## src/rtl/backscatter_pulse_gen.sv

```systemverilog
// Backscatter subcarrier pulse generator: serialises one byte MSB first as FM0-style toggle requests.
// Latency: byte accepted at edge T -> first pulse in cycle T+1+HP(MSB); SEND lasts 8*BIT_LEN cycles.
// Backpressure: data_ready is high only in IDLE; data_valid is ignored (never queued) while sending.
//
// Ports:
//   CLK, rst          single clock, asynchronous active-high reset
//   data_in[7:0]      byte to send (MSB first), qualified by data_valid
//   data_ready        high while IDLE (byte can be accepted)
//   abort             synchronous cancel of the byte in flight
//   pulse             one-cycle toggle request to the RF switch control
//   busy              high while a byte is in flight
//   done              one-cycle strobe on normal byte completion
//   bit_idx[2:0]      bit in flight, 0 = MSB .. 7 = LSB
module backscatter_pulse_gen #(
  parameter int HP0     = 4,
  parameter int HP1     = 2,
  parameter int BIT_LEN = 16
) (
  input  logic       CLK,
  input  logic       rst,
  input  logic [7:0] data_in,
  input  logic       data_valid,
  output logic       data_ready,
  input  logic       abort,
  output logic       pulse,
  output logic       busy,
  output logic       done,
  output logic [2:0] bit_idx
);

  // Timers sized for the largest count each must hold (minimum 1 bit).
  localparam int HP_MAX = (HP0 > HP1) ? HP0 : HP1;
  localparam int HW     = (HP_MAX  > 1) ? $clog2(HP_MAX)  : 1;
  localparam int BW     = (BIT_LEN > 1) ? $clog2(BIT_LEN) : 1;

  localparam logic [HW-1:0] HP0_LAST = HW'(HP0 - 1);
  localparam logic [HW-1:0] HP1_LAST = HW'(HP1 - 1);
  localparam logic [BW-1:0] BIT_LAST = BW'(BIT_LEN - 1);

  typedef enum logic {
    IDLE = 1'b0,
    SEND = 1'b1
  } state_t;

  state_t        state_q, state_d;
  logic [7:0]    sr_q, sr_d;
  logic [BW-1:0] bit_timer_q, bit_timer_d;
  logic [HW-1:0] half_timer_q, half_timer_d;
  logic [2:0]    bit_idx_q, bit_idx_d;
  logic          pulse_q, pulse_d;
  logic          done_q, done_d;

  logic [HW-1:0] hp_last;
  logic          half_wrap;
  logic          bit_end;

  // Half-period follows the bit currently at the head of the shift register.
  assign hp_last   = sr_q[7] ? HP1_LAST : HP0_LAST;
  assign half_wrap = (half_timer_q == hp_last);
  assign bit_end   = (bit_timer_q == BIT_LAST);

  always_ff @(posedge CLK or posedge rst) begin
    if (rst) begin
      state_q      <= IDLE;
      sr_q         <= '0;
      bit_timer_q  <= '0;
      half_timer_q <= '0;
      bit_idx_q    <= '0;
      pulse_q      <= 1'b0;
      done_q       <= 1'b0;
    end else begin
      state_q      <= state_d;
      sr_q         <= sr_d;
      bit_timer_q  <= bit_timer_d;
      half_timer_q <= half_timer_d;
      bit_idx_q    <= bit_idx_d;
      pulse_q      <= pulse_d;
      done_q       <= done_d;
    end
  end

  always_comb begin
    state_d      = state_q;
    sr_d         = sr_q;
    bit_timer_d  = bit_timer_q;
    half_timer_d = half_timer_q;
    bit_idx_d    = bit_idx_q;
    pulse_d      = 1'b0;
    done_d       = 1'b0;

    unique case (state_q)
      IDLE: begin
        if (data_valid) begin
          state_d      = SEND;
          sr_d         = data_in;
          bit_timer_d  = '0;
          half_timer_d = '0;
          bit_idx_d    = '0;
        end
      end

      SEND: begin
        if (abort) begin
          // Abort outranks both the half-period wrap and the bit end.
          state_d      = IDLE;
          bit_timer_d  = '0;
          half_timer_d = '0;
          bit_idx_d    = '0;
        end else begin
          pulse_d      = half_wrap;
          half_timer_d = half_wrap ? '0 : half_timer_q + 1'b1;
          if (bit_end) begin
            // Bit boundary restarts the subcarrier phase; a wrap on this
            // same cycle has already produced its pulse above.
            bit_timer_d  = '0;
            half_timer_d = '0;
            sr_d         = {sr_q[6:0], 1'b0};
            if (bit_idx_q == 3'd7) begin
              state_d   = IDLE;
              done_d    = 1'b1;
              bit_idx_d = '0;
            end else begin
              bit_idx_d = bit_idx_q + 1'b1;
            end
          end else begin
            bit_timer_d = bit_timer_q + 1'b1;
          end
        end
      end

      default: state_d = IDLE;
    endcase
  end

  assign data_ready = (state_q == IDLE);
  assign busy       = (state_q == SEND);
  assign pulse      = pulse_q;
  assign done       = done_q;
  assign bit_idx    = bit_idx_q;

endmodule

```

## config.mk

```make
export PLATFORM = sky130hd
export DESIGN_NAME = backscatter_pulse_gen
export DESIGN_NICKNAME = d
export VERILOG_FILES = /design/src/rtl/backscatter_pulse_gen.sv
export SDC_FILE = /design/constraint.sdc
export NUM_CORES = 1
export LEC_CHECK = 0
export BUFFER_PORTS_ARGS = -buffer_cell sky130_fd_sc_hd__buf_2
export CORE_MARGIN = 10
export CORE_UTILIZATION = 40
export CTS_CLUSTER_SIZE = 25
export DETAILED_ROUTE_END_ITERATION = 10
export PLACE_DENSITY = 0.72
export SYNTH_ARGS = -nofsm -noshare
export SYNTH_HDL_FRONTEND = slang
export SYNTH_SLANG_ARGS = --single-unit
```

## constraint.sdc

```tcl
create_clock -name CLK -period 1.7 [get_ports CLK]
set_clock_uncertainty 0.05 [all_clocks]
set_input_delay 0.34 -clock CLK [delete_from_list [all_inputs] [get_ports CLK]]
set_output_delay 0.34 -clock CLK [all_outputs]
set_load 0.1 [all_outputs]
```

==> metrics.md <==
| Metric | Value |
|---|---|
| Die width | around 70 um |
| Maximum vdd drop | about 700 uV |
| Type of the worst setup path | reg2out |
| Antenna violations before repair | 0 |
| Tot Pwr | around 1.3 mW |
| Min Tclk post-route | between 1.5 and 2 ns |
| Worst-path maximum fanout | 9 |
| Final hold vios | 0 |
| Number of global-route vias before repair | just under 800 |
| Hold_sp | data_in[0] |
| Die area | 4970 sq um |
| Endpoints failing setup | 0 |
| First-pass GRT wire length | ~3.6 mm |
| Slew @ Worst Pin | around 0.49 ns |
| Rows | 18 |
| Final WL | 2.13 mm |
| Clock Tree Root | clkbuf_4 |
| Synth Area in XOR/XNOR | 0.0172 |
| Port bufs | 18 |
| Depth of the worst register-to-register path | 4 |
| Fillers | 228 |
| FF-to-FF Start | bit_timer_q[0]$_DFFE_PP0P_ |
| Final HPWL DP | ~1.6 mm |
| CTS H-Tree Depth | 1 |
| I/O pin total | 19 |
| Hold Path Cell Cnt | 3 |
| Seq cells post-synth | 20 |
| Post-synthesis compound-gate area fraction | 0.240 |
| Buf+Inv Stages, Crit Path | 1 |
| Switching power | a little over 0.5 mW |
| Sequential power share | 0.502 |
| Maxcap violations | 0 |
| Die Span Y | 70.5 um |
| DR WL/cell | roughly 15 um |
| Worst path top cell family by delay | flip-flops |
| Synth warn | 0 |
| Setup Fix Bufs, Post-CTS | 0 |
| Sw Ratio | 0.392 |
| Critical Path Max Stage Delay | ~0.45 ns |
| CP max-delay cell | dfrtp_2 |
| Synth cell types | 30 |
| Post-layout util | 0.479 |
| Fin cells | roughly 140 |
| Synth Area in Simple Gates | 0.164 |
| Worst reg2reg path endpoint | bit_idx[2]$_DFFE_PP0P_ |
| Comb power frac | 0.326 |
| Hold endpoint | sr_q[0]$_DFFE_PP0P_ |
| Syn avg cell area | 11.1 sq um |
| HP Class | in2reg |
| CTS buffer count | 3 |
| Main combinational cell family by area after synthesis | compound AO/OA/AOI/OAI gates |
| Vias per std cell | ~5.4 |
| Drt pass-1 iters | 4 |
| CTS clk-pin slew, worst paths | approximately 0.11 ns |
| Fmax | around 630 MHz |
| Post-synthesis mux area share | 0 |
| Main area contributors after synthesis | dfrtp_1 49%, o32ai_2 11%, ha_1 3.7% |
| Share of the synthesized area in the top cell type | 0.490 |
| Clock tree sinks | 20 |
| Clk_lat worst skew | approximately 0.3 ns |
| Total number of vias | 770 |
| Clk buf depth | 2 |
| FF-to-FF setup slack | around 0.19 ns |
| Internal power | roughly 0.80 mW |
| Leakage | between 0.5 and 0.6 nW |
| Crit start category | flip-flop |
| Clock power share | 0.172 |
| Area leader, netlist | dfrtp_1 |
| PD cells | ~1100 nW/um^2 |
| Inst Count DP | roughly 140 |
| Arr. time, crit path | ~1.2 ns |
| RePlAce Congestion | between 0.8 and 0.9 |
| Antenna-violating nets left | 0 |
| Layout cells sized above 1 | 0.345 |
| Synthesized cell area | between 1000 and 1500 sq um |
| Crit end category | output pin |
| Core ar. | 2450 sq um |
| Total GRT Usage | 0.0889 |
| WP data required | around 1.3 ns |
| Drt drc | 0 |
| Starting density of the core | 0.416 |
| Crit path cell chain | buf_2 |
| Sequential area share after synthesis | 0.490 |
| Post-Synth Adder-Cell Area | 0.0368 |
| Status | complete, no violations |
| Part of the cycle the worst path needs | 0.937 |
| Gate Count Post-Synth | about 90 |
| Drt first-iter violations | 31 |
| Largest net degree at the start of global routing | 21 |
| TNS Setup | 0 ns |
| Global route overflow | 0 |
| RSZ-0062 raised after global routing | false |
| Most frequent cells in the layout | 17 x dfrtp_1, 17 x buf_2, 10 x nor2_1, 7 x o32ai_2, 7 x a21oi_1 |
| Worst relative slew slack | 0.676 |
| Area Overhead vs Synth | 15.2% |
| Diode count | 0 |
| Syn nets | around 110 |
| Final Max Tran Viols | 0 |
| Final nets | around 130 |
| CTS tree | done |
worst max path at each step:
stage | start | end | slack [ns] | cells after the start
after floorplan | busy$_DFF_PP0_ | data_ready | 0.008 | 1
after global placement | bit_timer_q[0]$_DFFE_PP0P_ | bit_idx[1]$_DFFE_PP0P_ | 0.24 | 4
after detailed placement | bit_timer_q[0]$_DFFE_PP0P_ | bit_idx[2]$_DFFE_PP0P_ | 0.17 | 4
after CTS | busy$_DFF_PP0_ | data_ready | 0.03 | 2
after global routing | bit_timer_q[0]$_DFFE_PP0P_ | bit_idx[2]$_DFFE_PP0P_ | 0.02 | 4
final | busy$_DFF_PP0_ | busy | 0.11 | 1
per-layer routing:
metal	vias to the layer above	track usage	wire [um]
met5	-	0	0
met4	0	0.0548	47
met3	4	0.0268	62
met2	10	0.139	1050
met1	378	0.104	962
li1	378	-	-
flip-flops by register name, summed over array words and instances, names as in the netlist:
name / flops
sr_q: 8
bit_timer_q: 4
bit_idx: 3
half_timer_q: 2
busy: 1
done: 1
pulse: 1
cell usage after synthesis:
cell type and instances:
a21oi_1 7, o211ai_2 1, nand2_4 1, a31oi_1 1
or2_1 1, dfrtp_1 20, xnor2_1 1, nor2_1 10
clkbuf_1 1, nand2_2 1, ha_1 3, nand4b_1 1
o32ai_1 1, and2b_1 1, o22ai_1 1, and3_1 3
o211ai_1 1, nand3_2 1, nor3_2 1, nand2_1 6
o32ai_2 7, o21ai_1 4, a22o_1 4, nor2b_1 1
buf_6 1, inv_1 4, nand3_1 2, nand2b_1 2
xor2_1 1, buf_4 3
metrics by stage:
step	setup WS [ns]	hold WS (ns)	instance area, sq um
floorplan	0.00831	0.254	1020
global placement	0.241	0.325	1140
detailed placement	0.165	0.331	1140
CTS	0.0342	0.204	1170
global route	0.0236	0.223	1180
finish	0.106	0.202	1180
kinds of logic (layout without fill, tap and decap cells):
logic type	Yosys count	count (layout)
flip-flops	20	20
XOR/XNOR	2	2
AO/OA/AOI/OAI	27	27
buffers and inverters	9	30
adder cells (fa/ha/maj)	3	3
AND/OR/NAND/NOR	31	31
timing repair:
item / CTS / global route
hold endpoints to repair: 10 / 0
endpoints found under the setup margin: 0 / 1
resized for setup: 0 / 1
hold buffers: 1 / 0
final cells by class:
class / instances / area (sq um) / area share
flip-flops and latches: 20 / 504 / 0.429
multi-input cells: 63 / 468 / 0.398
repair buffers: 22 / 125 / 0.106
well taps: 30 / 37.5 / 0.0319
clock buffers: 4 / 26.3 / 0.0223
inverters: 4 / 15.0 / 0.0128
power groups by stage:
stage,registers [mW],clock network [mW],logic [mW]
3_5_place_dp,0.675,0,0.431
5_1_grt,0.679,0.258,0.471
2_1_floorplan,0.761,0,0.250
6_report,0.664,0.228,0.432
4_1_cts,0.665,0.235,0.433
3_3_place_gp,0.666,0,0.421
No activity file was read; power rests on OpenSTA's default activity.
